===== config.mk =====
export PLATFORM = sky130hd
export DESIGN_NAME = note_lane_drawer
export DESIGN_NICKNAME = d
export VERILOG_FILES = /design/src/rtl/note_lane_drawer.sv
export SDC_FILE = /design/constraint.sdc
export NUM_CORES = 1
export LEC_CHECK = 0
export CORE_MARGIN = 4
export CORE_UTILIZATION = 55
export DETAILED_ROUTE_END_ITERATION = 6
export GPL_ROUTABILITY_DRIVEN = 0
export PLACE_DENSITY = 0.84
export SLEW_MARGIN = 20
export SYNTH_ARGS = -nofsm -noshare
export SYNTH_HDL_FRONTEND = slang
export SYNTH_SLANG_ARGS = --single-unit
export TNS_END_PERCENT = 100

===== constraint.sdc =====
create_clock -name clk -period 8.8 [get_ports clk]
set_input_delay 2.64 -clock clk [delete_from_list [all_inputs] [get_ports clk]]
set_output_delay 2.64 -clock clk [all_outputs]
set_load 0.02 [all_outputs]

===== src/rtl/note_lane_drawer.sv =====
// Note-lane renderer: draws a row of coloured square markers, one pixel per
// clock, into the VGA adapter write port. Colours come from a start-time snapshot.
module note_lane_drawer #(
   parameter int NUM_NOTES = 10,
   parameter int SQ_SIZE   = 4,
   parameter int X_START   = 10,
   parameter int X_PITCH   = 10,
   parameter int Y_ROW     = 112
) (
   input  logic                 clk,
   input  logic                 resetn,
   input  logic                 start,
   input  logic                 clear,
   input  logic [NUM_NOTES-1:0] red_sequence,
   input  logic [NUM_NOTES-1:0] yellow_sequence,
   output logic                 busy,
   output logic                 done,
   output logic [7:0]           x,
   output logic [6:0]           y,
   output logic [2:0]           colour,
   output logic                 plot
);

   // state  | meaning
   // S_IDLE | waiting for start; a start emits pixel 0 on the same edge
   // S_DRAW | counters hold the pixel just emitted; advance and emit the next
   // S_DONE | one-cycle done pulse, start ignored

   localparam int SQ_W = (SQ_SIZE > 1) ? $clog2(SQ_SIZE) : 1;
   localparam int I_W  = (NUM_NOTES > 1) ? $clog2(NUM_NOTES) : 1;
   localparam logic [SQ_W-1:0] SQ_LAST = SQ_W'(SQ_SIZE - 1);
   localparam logic [I_W-1:0]  I_LAST  = I_W'(NUM_NOTES - 1);

   typedef enum logic [1:0] {S_IDLE, S_DRAW, S_DONE} state_t;

   state_t               state, state_nx;
   logic [SQ_W-1:0]      dx, dx_nx, dy, dy_nx;
   logic [I_W-1:0]       idx, idx_nx;
   logic [NUM_NOTES-1:0] red_l, red_nx, yel_l, yel_nx;
   logic                 clr_l, clr_nx;
   logic                 busy_nx, done_nx, plot_nx, emit;
   logic [7:0]           x_nx;
   logic [6:0]           y_nx;
   logic [2:0]           colour_nx;
   logic                 last_px;

   function automatic logic [2:0] pick_colour(input logic clr, input logic r, input logic yl);
      if (clr)     return 3'b000;
      else if (r)  return 3'b100;
      else if (yl) return 3'b110;
      else         return 3'b000;
   endfunction

   assign last_px = (idx == I_LAST) && (dy == SQ_LAST) && (dx == SQ_LAST);

   always_comb begin
      state_nx  = state;
      dx_nx     = dx;
      dy_nx     = dy;
      idx_nx    = idx;
      red_nx    = red_l;
      yel_nx    = yel_l;
      clr_nx    = clr_l;
      emit      = 1'b0;
      done_nx   = 1'b0;
      case (state)
         S_IDLE: begin
            if (start) begin
               red_nx   = red_sequence;
               yel_nx   = yellow_sequence;
               clr_nx   = clear;
               dx_nx    = '0;
               dy_nx    = '0;
               idx_nx   = '0;
               emit     = 1'b1;
               state_nx = S_DRAW;
            end
         end
         S_DRAW: begin
            if (last_px) begin
               done_nx  = 1'b1;
               state_nx = S_DONE;
            end else begin
               emit = 1'b1;
               if (dx == SQ_LAST) begin
                  dx_nx = '0;
                  if (dy == SQ_LAST) begin
                     dy_nx  = '0;
                     idx_nx = idx + I_W'(1);
                  end else begin
                     dy_nx = dy + SQ_W'(1);
                  end
               end else begin
                  dx_nx = dx + SQ_W'(1);
               end
            end
         end
         default: state_nx = S_IDLE;
      endcase

      plot_nx   = emit;
      busy_nx   = emit;
      x_nx      = x;
      y_nx      = y;
      colour_nx = colour;
      if (emit) begin
         x_nx      = 8'(X_START + int'(idx_nx) * X_PITCH + int'(dx_nx));
         y_nx      = 7'(Y_ROW + int'(dy_nx));
         colour_nx = pick_colour(clr_nx, red_nx[idx_nx], yel_nx[idx_nx]);
      end
   end

   always_ff @(posedge clk or negedge resetn) begin
      if (!resetn) begin
         state  <= S_IDLE;
         dx     <= '0;
         dy     <= '0;
         idx    <= '0;
         red_l  <= '0;
         yel_l  <= '0;
         clr_l  <= 1'b0;
         busy   <= 1'b0;
         done   <= 1'b0;
         plot   <= 1'b0;
         x      <= '0;
         y      <= '0;
         colour <= '0;
      end else begin
         state  <= state_nx;
         dx     <= dx_nx;
         dy     <= dy_nx;
         idx    <= idx_nx;
         red_l  <= red_nx;
         yel_l  <= yel_nx;
         clr_l  <= clr_nx;
         busy   <= busy_nx;
         done   <= done_nx;
         plot   <= plot_nx;
         x      <= x_nx;
         y      <= y_nx;
         colour <= colour_nx;
      end
   end

endmodule

==> results of run 1 <==
Yosys cell counts, types with 3 or more instances:
cell        n  area share, %
dfrtp_1    46             49
nor2_1      5           0.80
ha_1       12            6.4
mux2i_1     5            2.1
clkbuf_1    5           0.80
nand3_1     6            1.3
o2111ai_1   4            1.5
o21bai_1    4            1.3
buf_2       3           0.64
o21ai_0     5            1.1
a21oi_1     3           0.64
xnor2_1     4            1.5
mux2_2      7            3.4
nand2_1    76             12
buf_4       6            1.9
inv_1      11            1.8
placed cells by master (no fill, tap or decap), types with 2 or more instances in the layout:
master           instances
inv_1                   11
nor3_1                   2
or2_2                    2
nand2_1                 76
mux2_2                   7
a21o_1                   2
o211ai_1                 2
clkdlybuf4s50_1         40
ha_1                    12
nor3b_1                  2
or4b_1                   2
nand3_1                  6
mux2i_1                  5
clkbuf_8                 6
dfrtp_1                 46
xnor2_1                  4
a21oi_1                  3
o2111ai_1                4
nand4_1                  2
buf_4                    2
nor2_1                   5
o21ai_0                  5
o21bai_1                 4
conb_1                   3
logic make-up (layout without fill, tap and decap cells):
logic type / Yosys count / count (layout) / synth area share (%)
XOR/XNOR: 4 / 4 / 1.50
other: 1 / 3 / 0.160
AND/OR/NAND/NOR: 106 / 106 / 20.8
AO/OA/AOI/OAI: 30 / 30 / 9.67
multiplexers: 13 / 13 / 6.09
flip-flops: 46 / 46 / 49.2
adder cells (fa/ha/maj): 13 / 13 / 7.27
buffers and inverters: 26 / 61 / 5.34
worst max-delay path, cell delays in order:
cell,delay [ns]
clkdlybuf4s50_1,0.42
nor3b_2,0.16
buf_4,0.21
a211oi_1,0.66
or2_2,0.38
ha_1,0.28
ha_1,0.32
ha_1,0.33
a21oi_1,0.15
nor2_1,0.07
xnor2_1,0.17
xnor2_1,0.13
o21ai_0,0.10
per-stage QoR:
step | area [um2] | util, % | total power [uW] | hold WS [ns]
2_1_floorplan | 2350 | - | 744 | 0.433
3_3_place_gp | 2740 | 67.5 | 878 | 0.450
3_5_place_dp | 2740 | 67.5 | 898 | 0.457
4_1_cts | 2830 | 69.8 | 1040 | 0.479
5_1_grt | 2830 | 69.8 | 1120 | 0.503
6_report | 2830 | 69.8 | 1030 | 0.476
path summary, 6_finish.rpt:
check                      endpoint  slack [ns]      from
min in group asynchronous  yel_l[2]        2.33    resetn
max in group asynchronous    idx[3]        6.09    resetn
setup / recovery               x[6]        2.92     start
hold reg to reg            red_l[0]        0.48  red_l[0]
hold / removal             red_l[0]        0.48  red_l[0]
setup reg to reg               x[6]        5.14     dy[0]
layout make-up:
type | instances | area (um2) | area share, %
flip-flops and latches | 46 | 1150 | 40.6
clock buffers | 7 | 86.3 | 3.05
repair buffers | 42 | 415 | 14.7
clock inverters | 1 | 5.00 | 0.177
well taps | 50 | 62.6 | 2.21
inverters | 11 | 41.3 | 1.46
multi-input cells | 169 | 1070 | 37.8
per-layer routing:
metal | up-vias | routed length (um) | share of wire (%)
li1 | 876 | - | -
met2 | 29 | 2330 | 50
met5 | - | 0 | 0
met4 | 0 | 55 | 1.2
met1 | 842 | 2150 | 46
met3 | 6 | 166 | 3.5
sequential cells by signal, indices dropped and copies added, names as in the netlist, 3 cells and up:
register	count
red_l	10
yel_l	10
idx	4
x	8
y	3
power by group:
group          switching [uW]  internal [uW]  total, uW
combinational             302            248        550
clock                    68.8           63.4        132
sequential               43.3            307        350
total                     414            618       1030
==> impl_metrics.yaml, run 1 <==
status:
  status: "finished clean"
global_route:
  grt_max_degree: 47
  grt_pass1_wl_mm: 7.76
  busiest_layer: "met2"
  grtUsageTotal_pct: 18.9
  antenna_found_initial: 0
  grt_use_met3_pct: 5.10
  met2_usage_pct: 29.7
  grt_pass1_vias: 1677
  use_met1_pct: 25.4
  grt_overflow_total: 0
setup_path:
  arrival_ns: 6.03
  r2r_cells: 12
  worstSetupPathType: "input port to flip-flop"
  crit_path_start_kind: "input port"
  required_ns: 8.95
  end_kind: "flip-flop"
  crit_fanout: 22
placed_design:
  preCtsSetupSlack_ns: 2.66
  dp.cells: 318
  dpl.hpwl_mm: 3.37
  portBuffers: 41
sta:
  rsz0062_at_grt: "no"
  setup_viol: 0
  period_share_pct: 66.8
  slew_headroom_pct: 48.0
  report.final.hold_viol_count: 0
  fin_crit_ns: 5.88
  maxSlewViolCount: 0
  fin_ws_ns: 2.92
  worst_pin_slew_ns: 0.758
  fmaxAchievable_mhz: 170
  setup_tns_ns: 0
  clock_skew_ns: 0.00590
floorplanning:
  fp.dieArea_um2: 5360
  core-area_um2: 4060
  die_x_um: 73.2
  ios: 45
  num_rows: 23
  dieHeight_um: 73.2
  start_util_pct: 57.7
yosys:
  syn-cell-area_um2: 2340
  syn_inst: 239
  synth.yosys.seq_area_share_pct: 49.2
  ys_warn_count: 0
  ys_ff_latch: 46
  synth_cell_types: 46
  synth_area_per_cell_um2: 9.79
  synth-main-ff-cell: "dfrtp_1"
  synth_edf_count: 0
  async_flop_share_pct: 100
cts:
  cts_tree: "yes"
  cts_max_path_buffers: 2
  numCtsBuffers: 5
  worstSkewPairLatency_ns: 0.30
  clk_pin_slew_ns: 0.08
  cts_resized: 0
  root_buffer: "clkbuf_8"
  htree_num_levels: 2
  cts_hold_buf: 0
  cts_setup_buffers: 0
  cts_sinks: 46
layout:
  fillers: 329
  layout-drive-gt1-share_pct: 8.33
  instances_no_fill: 326
  diodes: 0
  fin_nets: 312
  syn_to_final_growth_pct: 21.1
power:
  max-vdd-ir-drop_mv: 0.252
  powerDensity_nw_per_um2: 364
  leakagePower_uw: 0.00136
route:
  antenna_left: 0
  first_iter_violations: 105
  wl_mm: 4.70
  avgRoutedWirePerCell_um: 14.4
  first_pass_iters: 4
  drc: 0
  vias: 1753
  vias_per_cell: 5.38
worst_hold_path:
  holdCritPathClass: "flip-flop to flip-flop"
  min_path_cells: 2
flow_run:
  cap_viol_max_count: 0
(Power assumes the default switching activity.)
==> inputs of run 2 (changes only) <==
CORE_UTILIZATION = 52   (was 55)
PLACE_DENSITY = 0.8   (was 0.84)
clock period = 5.7 ns   (was 8.8 ns; I/O delays follow)
==> run 2 against run 1 <==
Clock skew increased by 0.0030 ns. Core utilization down 4.8 points. Worst setup slack got worse by 1.7 ns. Global-route usage fell by 0.68 points. Register-to-register slack got worse by 2.9 ns. Critical path depth is 1 lower. Wire length decreased by 2.4%. Die area is 5.1% higher. Design area about the same. Critical path type unchanged. Critical endpoint unchanged. Largest cell class unchanged.
==> impl_metrics.yaml, run 2 (synthesized netlist as in run 1, its figures left out) <==
layout:
  fin_nets: 313
  final_cell_mix: "76 x nand2_1, 46 x dfrtp_1, 40 x clkdlybuf4s50_1"
  regArea_um2: 1150
  instances_no_fill: 328
  multiInputGateArea_um2: 1070
  final_common_cell: "nand2_1"
  fillers: 368
  top_regs: "red_l: 10 flops, yel_l: 10 flops, x: 8 flops"
  layout-drive-gt1-share_pct: 8.70
  diodes: 0
  fin_util_pct: 65.0
  syn_to_final_growth_pct: 21.0
global_route:
  grt_pass1_vias: 1699
  grt_overflow_total: 0
  grtUsageTotal_pct: 18.2
  antenna_found_initial: 0
  grt_max_degree: 47
  grt_pass1_wl_mm: 7.68
route:
  vias: 1752
  wl_mm: 4.58
  vias_per_cell: 5.34
  first_pass_iters: 4
  first_iter_violations: 96
  avgRoutedWirePerCell_um: 14.0
  antenna_left: 0
  drc: 0
sta:
  period_share_pct: 79.3
  maxSlewViolCount: 0
  fmaxAchievable_mhz: 221
  rsz0062_at_grt: "no"
  setup_viol: 0
  fin_crit_ns: 4.52
  holdWs_ns: 0.475
  report.final.hold_viol_count: 0
  setup_tns_ns: 0
  worst_pin_slew_ns: 0.762
  slew_headroom_pct: 47.7
  clock_skew_ns: 0.00889
worst_hold_path:
  holdCritPathClass: "flip-flop to flip-flop"
setup_path:
  critPathMaxStageDelay_ns: 0.51
  cpLargestDelayFamily: "adder cells"
  end_kind: "flip-flop"
  cp.buffers_inverters: 1
  crit_path_start_kind: "input port"
  cp_common_cell: "ha_1"
  required_ns: 5.85
  worstSetupPathType: "input port to flip-flop"
  slowest_stage: "a211oi_1"
  arrival_ns: 4.67
  crit_fanout: 12
  crit_chain: "clkdlybuf4s50_1 > nor3b_2 > a211oi_1 > or2_2 > ha_1 > ha_1 > ha_1 > a21oi_1 > nor2_1 > xnor2_1 > xnor2_1 > o21ai_0"
cts:
  htree_num_levels: 2
  cts_setup_buffers: 0
  clk_pin_slew_ns: 0.08
  cts_max_path_buffers: 2
  root_buffer: "clkbuf_8"
  cts_resized: 0
  cts_sinks: 46
  numCtsBuffers: 5
  cts_tree: "yes"
  cts_hold_buf: 0
  worstSkewPairLatency_ns: 0.30
floorplanning:
  fp.dieArea_um2: 5640
  num_rows: 24
  core-area_um2: 4350
  dieHeight_um: 75.1
  die_x_um: 75.1
  ios: 45
  start_util_pct: 53.8
placed_design:
  dpl.hpwl_mm: 3.33
  dp.cells: 321
  portBuffers: 41
status:
  status: "finished clean"
power:
  max-vdd-ir-drop_mv: 0.400
  powerDensity_nw_per_um2: 555
  power_uw: 1570
  leakagePower_uw: 0.00136
flow_run:
  cap_viol_max_count: 0
[run 2: cell count changes in the layout (fill, tap and decap cells not counted), sizes merged]
| cell | change |
|---|---|
| buf | +1 |
| clkbuf | -2 |
| clkinv | +1 |
[run 2: path summary, 6_finish.rpt]
kind                          start  endpoint  slack [ns]  cells past startpoint
setup / recovery              start      x[6]        1.18                     12
hold / removal             red_l[0]  red_l[0]        0.47                      2
setup reg to reg              dx[0]      x[6]        2.28                     12
hold reg to reg            red_l[0]  red_l[0]        0.47                      2
max in group asynchronous    resetn      x[0]        3.92                      1
min in group asynchronous    resetn      y[1]        1.40                      1
[run 2: worst reg2reg max path, cell delays in order (launching register included)]
cell and delay [ns]:
dfrtp_1 0.42, ha_1 0.29, and4b_1 0.25, a211oi_1 0.49, or2_2 0.34, ha_1 0.27
ha_1 0.32, ha_1 0.33, a21oi_1 0.14, nor2_1 0.06, xnor2_1 0.16, xnor2_1 0.13
o21ai_0 0.08
[run 2: through the flow]
| step | setup WS, ns | instance area, um2 |
|---|---|---|
| final | 1.18 | 2830 |
| after global routing | 0.938 | 2830 |
| after CTS | 1.18 | 2830 |
| after detailed placement | 0.880 | 2750 |
| after global placement | 0.966 | 2750 |
| after floorplan | 1.55 | 2350 |
[run 2: final cells by class]
type | count | share of cell area, %
repair buffers | 43 | 14.9
well taps | 52 | 2.30
clock buffers | 5 | 2.43
multi-input cells | 169 | 37.9
inverters | 11 | 1.46
clock inverters | 2 | 0.354
flip-flops and latches | 46 | 40.7
[run 2: report_power, final]
| group | internal [uW] | leakage, uW | switching [uW] |
|---|---|---|---|
| combinational | 385 | 0.000756 | 457 |
| sequential | 474 | 0.000558 | 68.7 |
| clock | 82.4 | 0.0000438 | 104 |
[run 2: metal layers]
metal  vias to the layer above  GRT usage (%)  part of all wire (%)
met1                       846           24.0                    46
met2                        32           29.3                    48
li1                        867              -                     -
met3                         7           4.41                   3.9
met5                         -              0                     0
met4                         0           6.52                   1.7
==> inputs of run 3 (changes only) <==
clock period = 4.27 ns   (was 5.7 ns; I/O delays follow)
==> run 3 against run 2 <==
Sequential share of layout area down 0.74 points. Highest routed layer unchanged. Clock-buffer cell count up 1. Sequential power up 33%. Critical path depth unchanged. Worst hold slack worse by 0.0019 ns.
==> impl_metrics.yaml, run 3 (synthesized netlist as in run 1, its figures left out) <==
cts:
  cts_sinks: 46
  clk_pin_slew_ns: 0.09
  root_buffer: "clkbuf_8"
  worstSkewPairLatency_ns: 0.31
  htree_num_levels: 2
  cts_max_path_buffers: 2
  numCtsBuffers: 5
  cts_setup_buffers: 0
  cts_hold_buf: 0
  cts_resized: 0
  cts_tree: "yes"
layout:
  diodes: 0
  fillers: 341
  syn_to_final_growth_pct: 23.2
  fin_nets: 319
  layout-drive-gt1-share_pct: 10.6
  multiInputGateArea_um2: 1070
  final_common_cell: "nand2_1"
  final_cell_mix: "76 x nand2_1, 46 x dfrtp_1, 40 x clkdlybuf4s50_1"
  regArea_um2: 1150
  instances_no_fill: 335
  top_regs: "red_l: 10 flops, yel_l: 10 flops, x: 8 flops"
global_route:
  grtUsageTotal_pct: 18.9
  grt_pass1_wl_mm: 8.05
  grt_max_degree: 47
  grt_pass1_vias: 1723
  antenna_found_initial: 0
  grt_overflow_total: 0
power:
  max-vdd-ir-drop_mv: 0.515
  leakagePower_uw: 0.00139
  powerDensity_nw_per_um2: 753
floorplanning:
  ios: 45
  fp.dieArea_um2: 5640
  num_rows: 24
  core-area_um2: 4350
  die_x_um: 75.1
  dieHeight_um: 75.1
  start_util_pct: 53.8
route:
  drc: 0
  vias: 1744
  first_pass_iters: 5
  first_iter_violations: 83
  met1Wirelength_mm: 2.19
  avgRoutedWirePerCell_um: 14.3
  routed.top_layer: "met4"
  vias_per_cell: 5.21
  wl_mm: 4.79
  antenna_left: 0
  wl_met3_um: 205
  met2WireLength_mm: 2.29
sta:
  setup_viol: 0
  slew_headroom_pct: 61.8
  period_share_pct: 89.9
  setup_tns_ns: 0
  maxSlewViolCount: 0
  holdWs_ns: 0.473
  clock_skew_ns: 0.0143
  fmaxAchievable_mhz: 260
  rsz0062_at_grt: "no"
  fin_crit_ns: 3.84
  report.final.hold_viol_count: 0
  worst_pin_slew_ns: 0.573
worst_hold_path:
  holdCritPathClass: "flip-flop to flip-flop"
setup_path:
  required_ns: 4.45
  reg2reg_slack_ns: 1.02
  arrival_ns: 4.02
  crit_fanout: 7
  crit_path_start_kind: "input port"
  worstSetupPathType: "input port to flip-flop"
  end_kind: "flip-flop"
placed_design:
  portBuffers: 41
  dp.cells: 327
  dpl.hpwl_mm: 3.58
flow_run:
  cap_viol_max_count: 0
status:
  status: "finished clean"
==> run 3: changes by cell type in the layout (fill, tap and decap cells not counted), sizes merged <==
cell	previous run	this run
buf	3	9
clkbuf	5	6
==> run 3: layer usage <==
layer  GRT usage, %  vias to the layer above
met5              0                        -
met4           7.71                        0
met3           4.14                        8
met2           30.5                       34
met1           24.7                      819
li1               -                      883
==> run 3: layout make-up <==
type                    instances  area share (%)
well taps                      52            2.26
multi-input cells             169            37.2
clock inverters                 2           0.477
inverters                      11            1.43
repair buffers                 49            16.2
clock buffers                   6            2.52
flip-flops and latches         46            39.9
==> run 3: path summary, 6_finish.rpt <==
kind,to,startpoint,cells past startpoint
max in group asynchronous,x[5],resetn,1
setup reg to reg,x[6],idx[0],12
min in group asynchronous,idx[3],resetn,1
hold / removal,red_l[0],red_l[0],2
hold reg to reg,red_l[0],red_l[0],2
setup / recovery,x[6],start,12
==> run 3: power breakdown <==
group,total [uW],switching [uW],internal [uW]
Combinational,1190,639,548
Sequential,723,91.1,632
Clock,261,146,116
Total,2170,875,1300
==> run 3: through the flow <==
stage	worst slack (ns)	power [uW]	instance area (um2)	util, %
after global placement	0.203	1860	2800	64.2
after floorplan	0.547	1530	2350	-
final	0.430	2170	2880	66.2
after detailed placement	0.130	1920	2800	64.2
after CTS	0.457	2190	2880	66.2
after global routing	0.263	2360	2880	66.2
==> run 3: worst max-delay path, cell delays in order <==
cell and delay [ns]:
clkdlybuf4s50_1 0.48, or3b_1 0.46, o211ai_1 0.19, o31ai_4 0.18, ha_1 0.22, ha_1 0.30
ha_1 0.34, a21oi_1 0.13, nor2_1 0.06, xnor2_1 0.16, xnor2_1 0.13, o21ai_0 0.08
